--- config.mk ---
export PLATFORM = sky130hd
export DESIGN_NAME = judge_ctrl_flat
export DESIGN_NICKNAME = d
export VERILOG_FILES = /design/src/rtl/judge_ctrl_if.sv /design/src/rtl/judge_ctrl.sv /design/src/flat_wrapper.sv
export SDC_FILE = /design/constraint.sdc
export NUM_CORES = 1
export LEC_CHECK = 0
export BUFFER_PORTS_ARGS = -buffer_cell sky130_fd_sc_hd__buf_2
export CAP_MARGIN = 20
export CORE_ASPECT_RATIO = 1.75
export CORE_MARGIN = 1
export CORE_UTILIZATION = 52
export CTS_BUF_LIST = sky130_fd_sc_hd__clkbuf_8 sky130_fd_sc_hd__clkbuf_16
export CTS_CLUSTER_SIZE = 40
export DETAILED_ROUTE_END_ITERATION = 12
export HOLD_SLACK_MARGIN = 0.02
export PLACE_DENSITY = 0.74
export SLEW_MARGIN = 20
export SYNTH_ARGS = -nofsm -noshare
export SYNTH_HDL_FRONTEND = slang
export SYNTH_SLANG_ARGS = --single-unit
--- constraint.sdc ---
create_clock -name clk -period 2.55 [get_ports clk]
set_input_delay 0 -clock clk [delete_from_list [all_inputs] [get_ports clk]]
set_output_delay 0 -clock clk [all_outputs]
set_load 0.05 [all_outputs]
--- src/rtl/judge_ctrl_if.sv ---
// Bundles the judge inputs (tick, arm, button, game-over) and the judge
// outputs (held code, strobe, statistics, combo) between judge_ctrl and
// its environment.
//   master : drives i_* and observes o_* (stimulus / upstream side)
//   slave  : the judge itself
interface judge_ctrl_if #(
    parameter int unsigned CNT_W = 8
);
    logic             i_tick;
    logic             i_note_arm;
    logic             i_btn;
    logic             i_game_over;
    logic [1:0]       o_judge;
    logic             o_judge_pulse;
    logic [CNT_W-1:0] o_perfect_cnt;
    logic [CNT_W-1:0] o_normal_cnt;
    logic [CNT_W-1:0] o_miss_cnt;
    logic [CNT_W-1:0] o_combo;

    modport master (
        output i_tick, i_note_arm, i_btn, i_game_over,
        input  o_judge, o_judge_pulse, o_perfect_cnt, o_normal_cnt,
               o_miss_cnt, o_combo
    );

    modport slave (
        input  i_tick, i_note_arm, i_btn, i_game_over,
        output o_judge, o_judge_pulse, o_perfect_cnt, o_normal_cnt,
               o_miss_cnt, o_combo
    );
endinterface

--- src/rtl/judge_ctrl.sv ---
// Timing judge for a rhythm game. Measures a button press against the
// ideal hit time of the armed note (in 1 ms ticks), classifies it as
// Perfect / Normal / Miss, holds the judge code for HOLD_MS ticks and keeps
// per-game statistics plus a combo counter.
// Ports:
//   clk  : system clock
//   rst  : asynchronous active-high reset
//   bus  : judge_ctrl_if.slave (tick, note arm, button, game over in;
//          judge code, judge strobe, perfect/normal/miss counts, combo out)
module judge_ctrl #(
    parameter int unsigned PERFECT_WIN = 30,
    parameter int unsigned NORMAL_WIN  = 100,
    parameter int unsigned HOLD_MS     = 300,
    parameter int unsigned CNT_W       = 8
) (
    input  logic         clk,
    input  logic         rst,
    judge_ctrl_if.slave  bus
);
    localparam int unsigned WCNT_MAX = 2 * NORMAL_WIN;
    localparam int unsigned WCNT_W   = $clog2(WCNT_MAX + 1);
    localparam int unsigned HOLD_W   = $clog2(HOLD_MS + 1);

    localparam logic [1:0] CODE_MISS    = 2'b01;
    localparam logic [1:0] CODE_NORMAL  = 2'b10;
    localparam logic [1:0] CODE_PERFECT = 2'b11;

    typedef enum logic {
        IDLE,
        WINDOW
    } state_t;

    state_t             state;
    logic [WCNT_W-1:0]  wcnt;
    logic [HOLD_W-1:0]  hold;
    logic               s1, s2, s3;
    logic [1:0]         judge;
    logic               judge_pulse;
    logic [CNT_W-1:0]   perfect_cnt;
    logic [CNT_W-1:0]   normal_cnt;
    logic [CNT_W-1:0]   miss_cnt;
    logic [CNT_W-1:0]   combo;

    logic               press_c;
    logic [WCNT_W-1:0]  err_c;
    logic               hit_c;
    logic               miss_c;
    logic [1:0]         code_c;

    function automatic logic [CNT_W-1:0] sat_inc(input logic [CNT_W-1:0] v);
        return (v == {CNT_W{1'b1}}) ? v : v + CNT_W'(1);
    endfunction

    // Rising edge of the synchronised button
    assign press_c = s2 & ~s3;

    // Judgement decision for the current cycle; a press always beats the
    // timeout tick or a new arm, and nothing is judged while the game is over
    always_comb begin
        err_c  = '0;
        hit_c  = 1'b0;
        miss_c = 1'b0;
        code_c = CODE_MISS;
        if (wcnt >= WCNT_W'(NORMAL_WIN)) begin
            err_c = wcnt - WCNT_W'(NORMAL_WIN);
        end else begin
            err_c = WCNT_W'(NORMAL_WIN) - wcnt;
        end
        if (!bus.i_game_over && state == WINDOW) begin
            if (press_c) begin
                hit_c  = 1'b1;
                code_c = (err_c <= WCNT_W'(PERFECT_WIN)) ? CODE_PERFECT : CODE_NORMAL;
            end else if (bus.i_note_arm ||
                         (bus.i_tick && wcnt == WCNT_W'(WCNT_MAX))) begin
                miss_c = 1'b1;
                code_c = CODE_MISS;
            end
        end
    end

    // Window FSM, button synchroniser, hold timer and statistics
    always_ff @(posedge clk or posedge rst) begin
        if (rst) begin
            state       <= IDLE;
            wcnt        <= '0;
            hold        <= '0;
            s1          <= 1'b0;
            s2          <= 1'b0;
            s3          <= 1'b0;
            judge       <= 2'b00;
            judge_pulse <= 1'b0;
            perfect_cnt <= '0;
            normal_cnt  <= '0;
            miss_cnt    <= '0;
            combo       <= '0;
        end else begin
            s1          <= bus.i_btn;
            s2          <= s1;
            s3          <= s2;
            judge_pulse <= 1'b0;

            if (bus.i_game_over) begin
                state <= IDLE;
                wcnt  <= '0;
                judge <= 2'b00;
                hold  <= '0;
            end else begin
                case (state)
                    IDLE: begin
                        if (bus.i_note_arm) begin
                            state <= WINDOW;
                            wcnt  <= '0;
                        end
                    end
                    WINDOW: begin
                        if (hit_c) begin
                            // A same-cycle arm opens the next note's window
                            state <= bus.i_note_arm ? WINDOW : IDLE;
                            wcnt  <= '0;
                        end else if (bus.i_note_arm) begin
                            wcnt  <= '0;
                        end else if (bus.i_tick) begin
                            if (wcnt == WCNT_W'(WCNT_MAX)) begin
                                state <= IDLE;
                                wcnt  <= '0;
                            end else begin
                                wcnt  <= wcnt + WCNT_W'(1);
                            end
                        end
                    end
                    default: begin
                        state <= IDLE;
                        wcnt  <= '0;
                    end
                endcase

                if (hit_c || miss_c) begin
                    judge       <= code_c;
                    judge_pulse <= 1'b1;
                    hold        <= HOLD_W'(HOLD_MS);
                    if (miss_c) begin
                        miss_cnt <= sat_inc(miss_cnt);
                        combo    <= '0;
                    end else begin
                        combo <= sat_inc(combo);
                        if (code_c == CODE_PERFECT) begin
                            perfect_cnt <= sat_inc(perfect_cnt);
                        end else begin
                            normal_cnt  <= sat_inc(normal_cnt);
                        end
                    end
                end else if (bus.i_tick && hold != '0) begin
                    hold <= hold - HOLD_W'(1);
                    if (hold == HOLD_W'(1)) begin
                        judge <= 2'b00;
                    end
                end
            end
        end
    end

    assign bus.o_judge       = judge;
    assign bus.o_judge_pulse = judge_pulse;
    assign bus.o_perfect_cnt = perfect_cnt;
    assign bus.o_normal_cnt  = normal_cnt;
    assign bus.o_miss_cnt    = miss_cnt;
    assign bus.o_combo       = combo;
endmodule

--- src/flat_wrapper.sv ---
// flat-port wrapper written by rule: the top's interface ports become plain ports
module judge_ctrl_flat 
#(
    parameter int unsigned PERFECT_WIN = 30,
    parameter int unsigned NORMAL_WIN  = 100,
    parameter int unsigned HOLD_MS     = 300,
    parameter int unsigned CNT_W       = 8
)
  (clk, rst, bus_i_tick, bus_i_note_arm, bus_i_btn, bus_i_game_over, bus_o_judge, bus_o_judge_pulse, bus_o_perfect_cnt, bus_o_normal_cnt, bus_o_miss_cnt, bus_o_combo);
  judge_ctrl_if #(.CNT_W(CNT_W)) bus_i ();
  input  logic clk;
  input  logic rst;
  input wire logic [$bits(bus_i.i_tick)-1:0] bus_i_tick;
  input wire logic [$bits(bus_i.i_note_arm)-1:0] bus_i_note_arm;
  input wire logic [$bits(bus_i.i_btn)-1:0] bus_i_btn;
  input wire logic [$bits(bus_i.i_game_over)-1:0] bus_i_game_over;
  output wire logic [$bits(bus_i.o_judge)-1:0] bus_o_judge;
  output wire logic [$bits(bus_i.o_judge_pulse)-1:0] bus_o_judge_pulse;
  output wire logic [$bits(bus_i.o_perfect_cnt)-1:0] bus_o_perfect_cnt;
  output wire logic [$bits(bus_i.o_normal_cnt)-1:0] bus_o_normal_cnt;
  output wire logic [$bits(bus_i.o_miss_cnt)-1:0] bus_o_miss_cnt;
  output wire logic [$bits(bus_i.o_combo)-1:0] bus_o_combo;
  assign bus_i.i_tick = bus_i_tick;
  assign bus_i.i_note_arm = bus_i_note_arm;
  assign bus_i.i_btn = bus_i_btn;
  assign bus_i.i_game_over = bus_i_game_over;
  assign bus_o_judge = bus_i.o_judge;
  assign bus_o_judge_pulse = bus_i.o_judge_pulse;
  assign bus_o_perfect_cnt = bus_i.o_perfect_cnt;
  assign bus_o_normal_cnt = bus_i.o_normal_cnt;
  assign bus_o_miss_cnt = bus_i.o_miss_cnt;
  assign bus_o_combo = bus_i.o_combo;
  judge_ctrl #(.PERFECT_WIN(PERFECT_WIN), .NORMAL_WIN(NORMAL_WIN), .HOLD_MS(HOLD_MS), .CNT_W(CNT_W)) u_core (.clk(clk), .rst(rst), .bus(bus_i));
endmodule
---- Yosys cells after proc, flatten, opt, wreduce, memory -nomap -nowiden ----
Index checks and enable logic that the tools add are counted.
word-level totals
  register bits after elaboration ......... 56
  output and inout port bits .............. 35
  bits of input ports ..................... 6
cells by class
  $lt $le $gt $ge ......................... 2
  equality and inequality tests ........... 10
  bitwise logic cells ..................... 9
  reduce and logical (&&, ||, !) cells .... 15
  mux-type cells .......................... 34
  add/subtract/negate cells ............... 8
operator list
  cell                                                               count
  two-way mux 8 bit                                                  9
  adder 8 x 1 -> 8 bit, second input constant                        5
  equality test 8 bit, second input constant                         5
  two-way mux 9 bit                                                  3
  one-hot mux 8 bit (2 select lines)                                 1
  two-way mux 1 bit                                                  14
  two-way mux 2 bit                                                  6
  AND reduction 5 bit                                                2
  equality test 9 x 1 -> 1 bit, second input constant                1
  nonzero test 9 bit                                                 1
  subtractor 9 x 1 -> 9 bit, second input constant                   1
  greater-or-equal comparator 8 x 7 -> 1 bit, second input constant  1
  <= comparator 8 x 5 -> 1 bit, second input constant                1
  NOT 1 bit                                                          8
  subtractor 7 x 8 -> 8 bit, first input constant                    1
  subtractor 8 x 7 -> 8 bit, second input constant                   1
  nonzero test 3 bit                                                 2
  inequality test 5 bit, second input constant                       1
  AND reduction 2 bit                                                2
  AND reduction 4 bit                                                1
  logical AND 1 bit                                                  3
  inequality test 3 bit, second input constant                       1
  AND reduction 3 bit                                                1
  equality test 2 bit, second input constant                         1
  other kinds (5)                                                    6

---- Logic depth before layout (Yosys ltp) ----
  word-level depth ........................ 9
  mapped depth ............................ 10

---- Worst setup path after synthesis ----
OpenSTA, ideal clock, no wires.
  path kind ............................... flip-flop to flip-flop
  from .................................... register u_core.wcnt[0]
  to ...................................... register u_core.normal_cnt[1], in the netlist u_core.bus.o_normal_cnt[1]
  arrival ................................. 2496 ps
  library setup time ...................... 128 ps
  cell stages (with the launch flop) ...... 10
  setup slack ............................. -74 ps
  required time ........................... 2422 ps
  path through ............................ dfrtp_1 -> inv_1 -> ha_1 -> or4_1 -> a2111o_1 -> a211oi_2 -> or2_1 -> buf_6 -> nand2_1 -> mux2_1
on the way
  longest elaborated chain between the ends .. 9
  elaborated cells on any way between the ends .. 19
ends and longest elaborated chain
  item                                               RTL line           source
  from (decl)                                        judge_ctrl.sv:34   logic [WCNT_W-1:0] wcnt;
  from (signal assigned)                             judge_ctrl.sv:127  wcnt <= wcnt + WCNT_W'(1);
  subtractor 7 x 8 -> 8 bit (tied with other cells)  judge_ctrl.sv:67   err_c = WCNT_W'(NORMAL_WIN) - wcnt;
  two-way mux 8 bit                                  judge_ctrl.sv:64   if (wcnt >= WCNT_W'(NORMAL_WIN)) begin
  <= comparator 8 x 5 -> 1 bit                       judge_ctrl.sv:72   code_c = (err_c <= WCNT_W'(PERFECT_WIN)) ? CODE_PERFECT : CODE_NORMAL;
  two-way mux 1 bit                                  judge_ctrl.sv:72
  two-way mux 2 bit                                  judge_ctrl.sv:70   if (press_c) begin
  two-way mux 2 bit                                  judge_ctrl.sv:69   if (!bus.i_game_over && state == WINDOW) begin
  equality test 2 bit                                judge_ctrl.sv:146  if (code_c == CODE_PERFECT) begin
  NOT 1 bit (no line)                                --
  AND reduction 5 bit (no line) *                    --
  to (signal assigned)                               judge_ctrl.sv:149  normal_cnt <= sat_inc(normal_cnt);
  to (decl)                                          judge_ctrl.sv:40   logic [CNT_W-1:0] normal_cnt;
Mark *: on every way between the ends. The rest lies on a longest branch, timed or not.
A chain may end at the register's enable or synchronous reset.

---- Final worst setup path ----
  from .................................... register u_core.wcnt[0]
  to ...................................... register u_core.normal_cnt[6], in the netlist u_core.bus.o_normal_cnt[6]
The elaborated chain is that of the path after synthesis.

==> results list <==
- Outcome: finished, final reports clean
- Routed Wire Length: 6.347 mm
- Router iterations before antenna repair: 4
* Setup repair after global routing missed its margin: yes
- Once the floorplan was initialized, standard cells occupied 53.75% of the core.
- The number of global-route vias before repair is 2305.
* Fin. max-slew vios: 0
* Worst Path Class, Setup: flip-flop to flip-flop
* Critical Path End Type: flip-flop
- Of the total synthesized cell area, the portion taken by full adders, half adders and majority gates is 5.882%.
- Top Metal Used: met4
- Setup clock skew after layout: about 8.7 ps
* Number of nets in the finished design: around 380
- Crit-path cells: o21a_1 -> or4_1 -> a2111o_1 -> a211oi_2 -> or2_4 -> nand4_1 -> mux2_2
* Number of synthesized flops with an enable pin: 0
* Number of design rule violations left after detail routing: 0
* Die Y: 102.1 um
* Synth Instances: between 200 and 300
- After synthesis, the largest family of logic cells by area is simple AND/OR/NAND/NOR gates.
- RD Place Congestion: 0.8421
- Clk sink count: 56
- Most frequent cells in the layout: sky130_fd_sc_hd__dfrtp_1 (56), sky130_fd_sc_hd__buf_2 (40), sky130_fd_sc_hd__nor2_1 (25)
- Data arrives at the worst endpoint at 2730 ps.
- Across the run, the number of max-cap violations was 0.
- CTS H-tree lvls: 2
* Upper clock frequency limit: between 0.3 and 0.4 GHz
- In this run the tightest slew margin relative to its limit is 52.42%.
- The floorplan step defined a die boundary enclosing around 0.0060 mm^2.
- Core Footprint: 0.005540 mm^2
- DPL Wire Length: ~4.8 mm
- The number of antenna violations at the first check in global routing is 0.
* Crit start category: flip-flop
* Area of placed instances: 0.003382 mm^2
* DR WL met2: 3.574 mm
- Mean routed wirelength per cell: around 14 um
* Wire length of the first global-routing pass: roughly 10 mm
* Fill cells: ~460
* Starting DRT DRC Count: 78
* Synthesized-area fraction occupied by ao, oa, aoi and oai cells: approximately a tenth
- Sequential fraction of the synthesis area: 47.06%
* Worst IR Drop VDD: between 900 and 1000 uV
* Bufs on Longest Clock Path: 2
- Mean instance size in the synthesized netlist: 9.959 um^2
* Post-synthesis to final-layout area growth: 20.67%
- The synthesized netlist devotes about a fifth of its cell area to simple gates.
* CP max-delay cell: sky130_fd_sc_hd__or4_1
- Worst-Skew Late Latency: 320 ps
- The synthesized netlist devotes between 10% and 20% of its cell area to XOR and XNOR gates.
- Of all nets on the critical path, the largest fanout is 7.
* CTS tree: done
* Antenna diode instance count: 0
* Buffer and inverter count on the worst path: 0
- In this design, the stage delay of the slowest critical-path cell is 490 ps.
* LEAKAGE: 1.717 nW
* Type of the tightest min-delay check: input pin to flip-flop
- Total power divided by cell area: between 600 and 700 mW/mm^2
* Least-Margin Pin Slew: 710.3 ps
* Top-level I/O count: 41
* TritonCTS Buffers: 5
* Setup violations, final: 0
* Met1 layer wirelength in the final routing: 2.480 mm
- Input and output buffers added on the ports amount to 40.
- For this run, the total global-route usage over all layers was measured as 23.05%.
* Post-Synthesis Cell Area: around 0.003 mm^2
* Distinct cells, synth: between 40 and 50
- Via density per instance: 5.501
- In this design, the largest share of critical-path delay is due to compound AO/OA/AOI/OAI gates.
- Worst-case register-to-register setup slack: between 30 and 40 ps
* Maximum number of pins on one net before global-route repair: 33
- With fillers left out, the area of the finished cells amounts to 0.003593 mm^2.
- STA puts the critical path data required time at 2770 ps.
- CTS placed an instance of sky130_fd_sc_hd__clkbuf_8 at the clock tree root.
- For this run, the number of Yosys warnings is 0.
- Routed Antenna Nets: 0
- The multi-input combinational cells in the finished layout cover a total of 0.001520 mm^2.
- Final hold violation count: 0
- The library cell used most frequently in the layout, excluding fill and tap cells, is sky130_fd_sc_hd__dfrtp_1.
* Proportion of synthesized flip-flops having asynchronous set or reset: 100.0%
- Total vias in the final route: about 2400
* Final clock period utilization by the worst path: 98.53%
- After global routing the overflow that remains totals 0.
* Met3 wire length: 150 um
- Placement row count: 36
- Final min period: ~2500 ps
- Worst-path clk slew: 100 ps
* Die boundary width: 59.21 um
- Synth Flop Type: sky130_fd_sc_hd__dfrtp_1
- Of the cells placed in the final design, the portion with a size suffix greater than 1 is between 20% and 30%.
- Flop and latch count out of synthesis: 56
- Registers take 0.001401 mm^2.
- The number of nets in the synthesized netlist is 319.
- The tightest hold path in the finished design has a slack of approximately 180 ps.
* Multiplexer area fraction after synthesis: 2.185%
-- state kept, by name, indices dropped and copies added, names as in the netlist --
register and cells:
u_core.hold 9, u_core.bus.o_combo 8, u_core.bus.o_miss_cnt 8, u_core.bus.o_normal_cnt 8, u_core.bus.o_perfect_cnt 8, u_core.wcnt 8, u_core.bus.o_judge 2, u_core.bus.o_judge_pulse 1
u_core.s1 1, u_core.s2 1, u_core.s3 1, u_core.state 1
-- stage by stage --
| stage | worst slack [ps] | std cells | total power [mW] | setup TNS [ps] | util [%] |
|---|---|---|---|---|---|
| finish | 37.41 | 441 | 2.453 | 0 | 64.86 |
| global route | -69.16 | 441 | 2.578 | -113.9 | 64.86 |
| floorplan | 9.746 | 299 | 1.756 | 0 | - |
| global placement | -142.3 | 428 | 1.923 | -465.1 | 61.04 |
| detailed placement | -190.1 | 428 | 1.946 | -857.9 | 61.04 |
| CTS | 6.095 | 441 | 2.469 | 0 | 63.84 |
-- worst register-to-register path, cell delays in order, from the launching register on --
cell and delay, ps:
sky130_fd_sc_hd__dfrtp_1 420, sky130_fd_sc_hd__o21a_1 180, sky130_fd_sc_hd__or4_1 490, sky130_fd_sc_hd__a2111o_1 450
sky130_fd_sc_hd__a211oi_2 250, sky130_fd_sc_hd__or2_4 220, sky130_fd_sc_hd__nand4_1 120, sky130_fd_sc_hd__mux2_2 290
-- cell usage after synthesis, drive strengths merged, types with 11 or more instances --
| cell type | count | share of area [%] |
|---|---|---|
| dfrtp | 56 | 47 |
| nor3 | 11 | 1.8 |
| o21ai | 14 | 2.4 |
| nor2 | 25 | 3.2 |
| xor2 | 13 | 3.8 |
| a21oi | 11 | 1.8 |
| inv | 14 | 1.8 |
| ha | 14 | 5.9 |
| xnor2 | 22 | 6.5 |
| nand4 | 14 | 2.9 |
| nand2 | 20 | 2.5 |
| nand3 | 14 | 2.4 |
-- kinds of logic (layout without fill, tap and decap cells) --
group,after synthesis,count (layout)
AO/OA/AOI/OAI,47,47
XOR/XNOR,35,35
adder cells (fa/ha/maj),14,14
buffers and inverters,24,90
flip-flops,56,56
multiplexers,6,6
AND/OR/NAND/NOR,117,117
-- report_power, final --
group          internal [mW]  total (mW)  switching (mW)
Sequential              1.02        1.16           0.144
Combinational          0.269       0.782           0.513
Clock                  0.220       0.511           0.291
-- routing by layer --
layer  track usage [%]  up-vias
li1                  -     1191
met1             25.69     1178
met2             41.92       41
met3             3.924       16
met4             9.707        0
met5                 0        -
-- final cells by class --
type | instances | area share (%)
Multi-Input combinational cell | 219 | 42.31
Inverter | 14 | 1.462
Clock inverter | 2 | 0.4178
Timing Repair Buffer | 68 | 11.87
Tap cell | 76 | 2.646
Clock buffer | 6 | 2.298
Sequential cell | 56 | 39.00
-- path summary, 6_finish.rpt --
check                                             endpoint  cells after the start            from
max in group asynchronous                        u_core.s2                      4             rst
worst max-delay path            u_core.bus.o_normal_cnt[6]                      7  u_core.wcnt[0]
worst max register to register  u_core.bus.o_normal_cnt[6]                      7  u_core.wcnt[0]
worst min register to register                   u_core.s2                      0       u_core.s1
worst min-delay path                        u_core.hold[1]                      5      bus_i_tick
min in group asynchronous            u_core.bus.o_combo[3]                      3             rst
-- what timing repair did --
action,4_1_cts,5_1_grt
buffers inserted,0,0
hold buffers,5,0
resized for setup,2,11
endpoints found under the hold margin,30,0
pin swaps,0,5
endpoints found under the setup margin,11,12
Note: power is estimated with default switching activity, not from simulation.
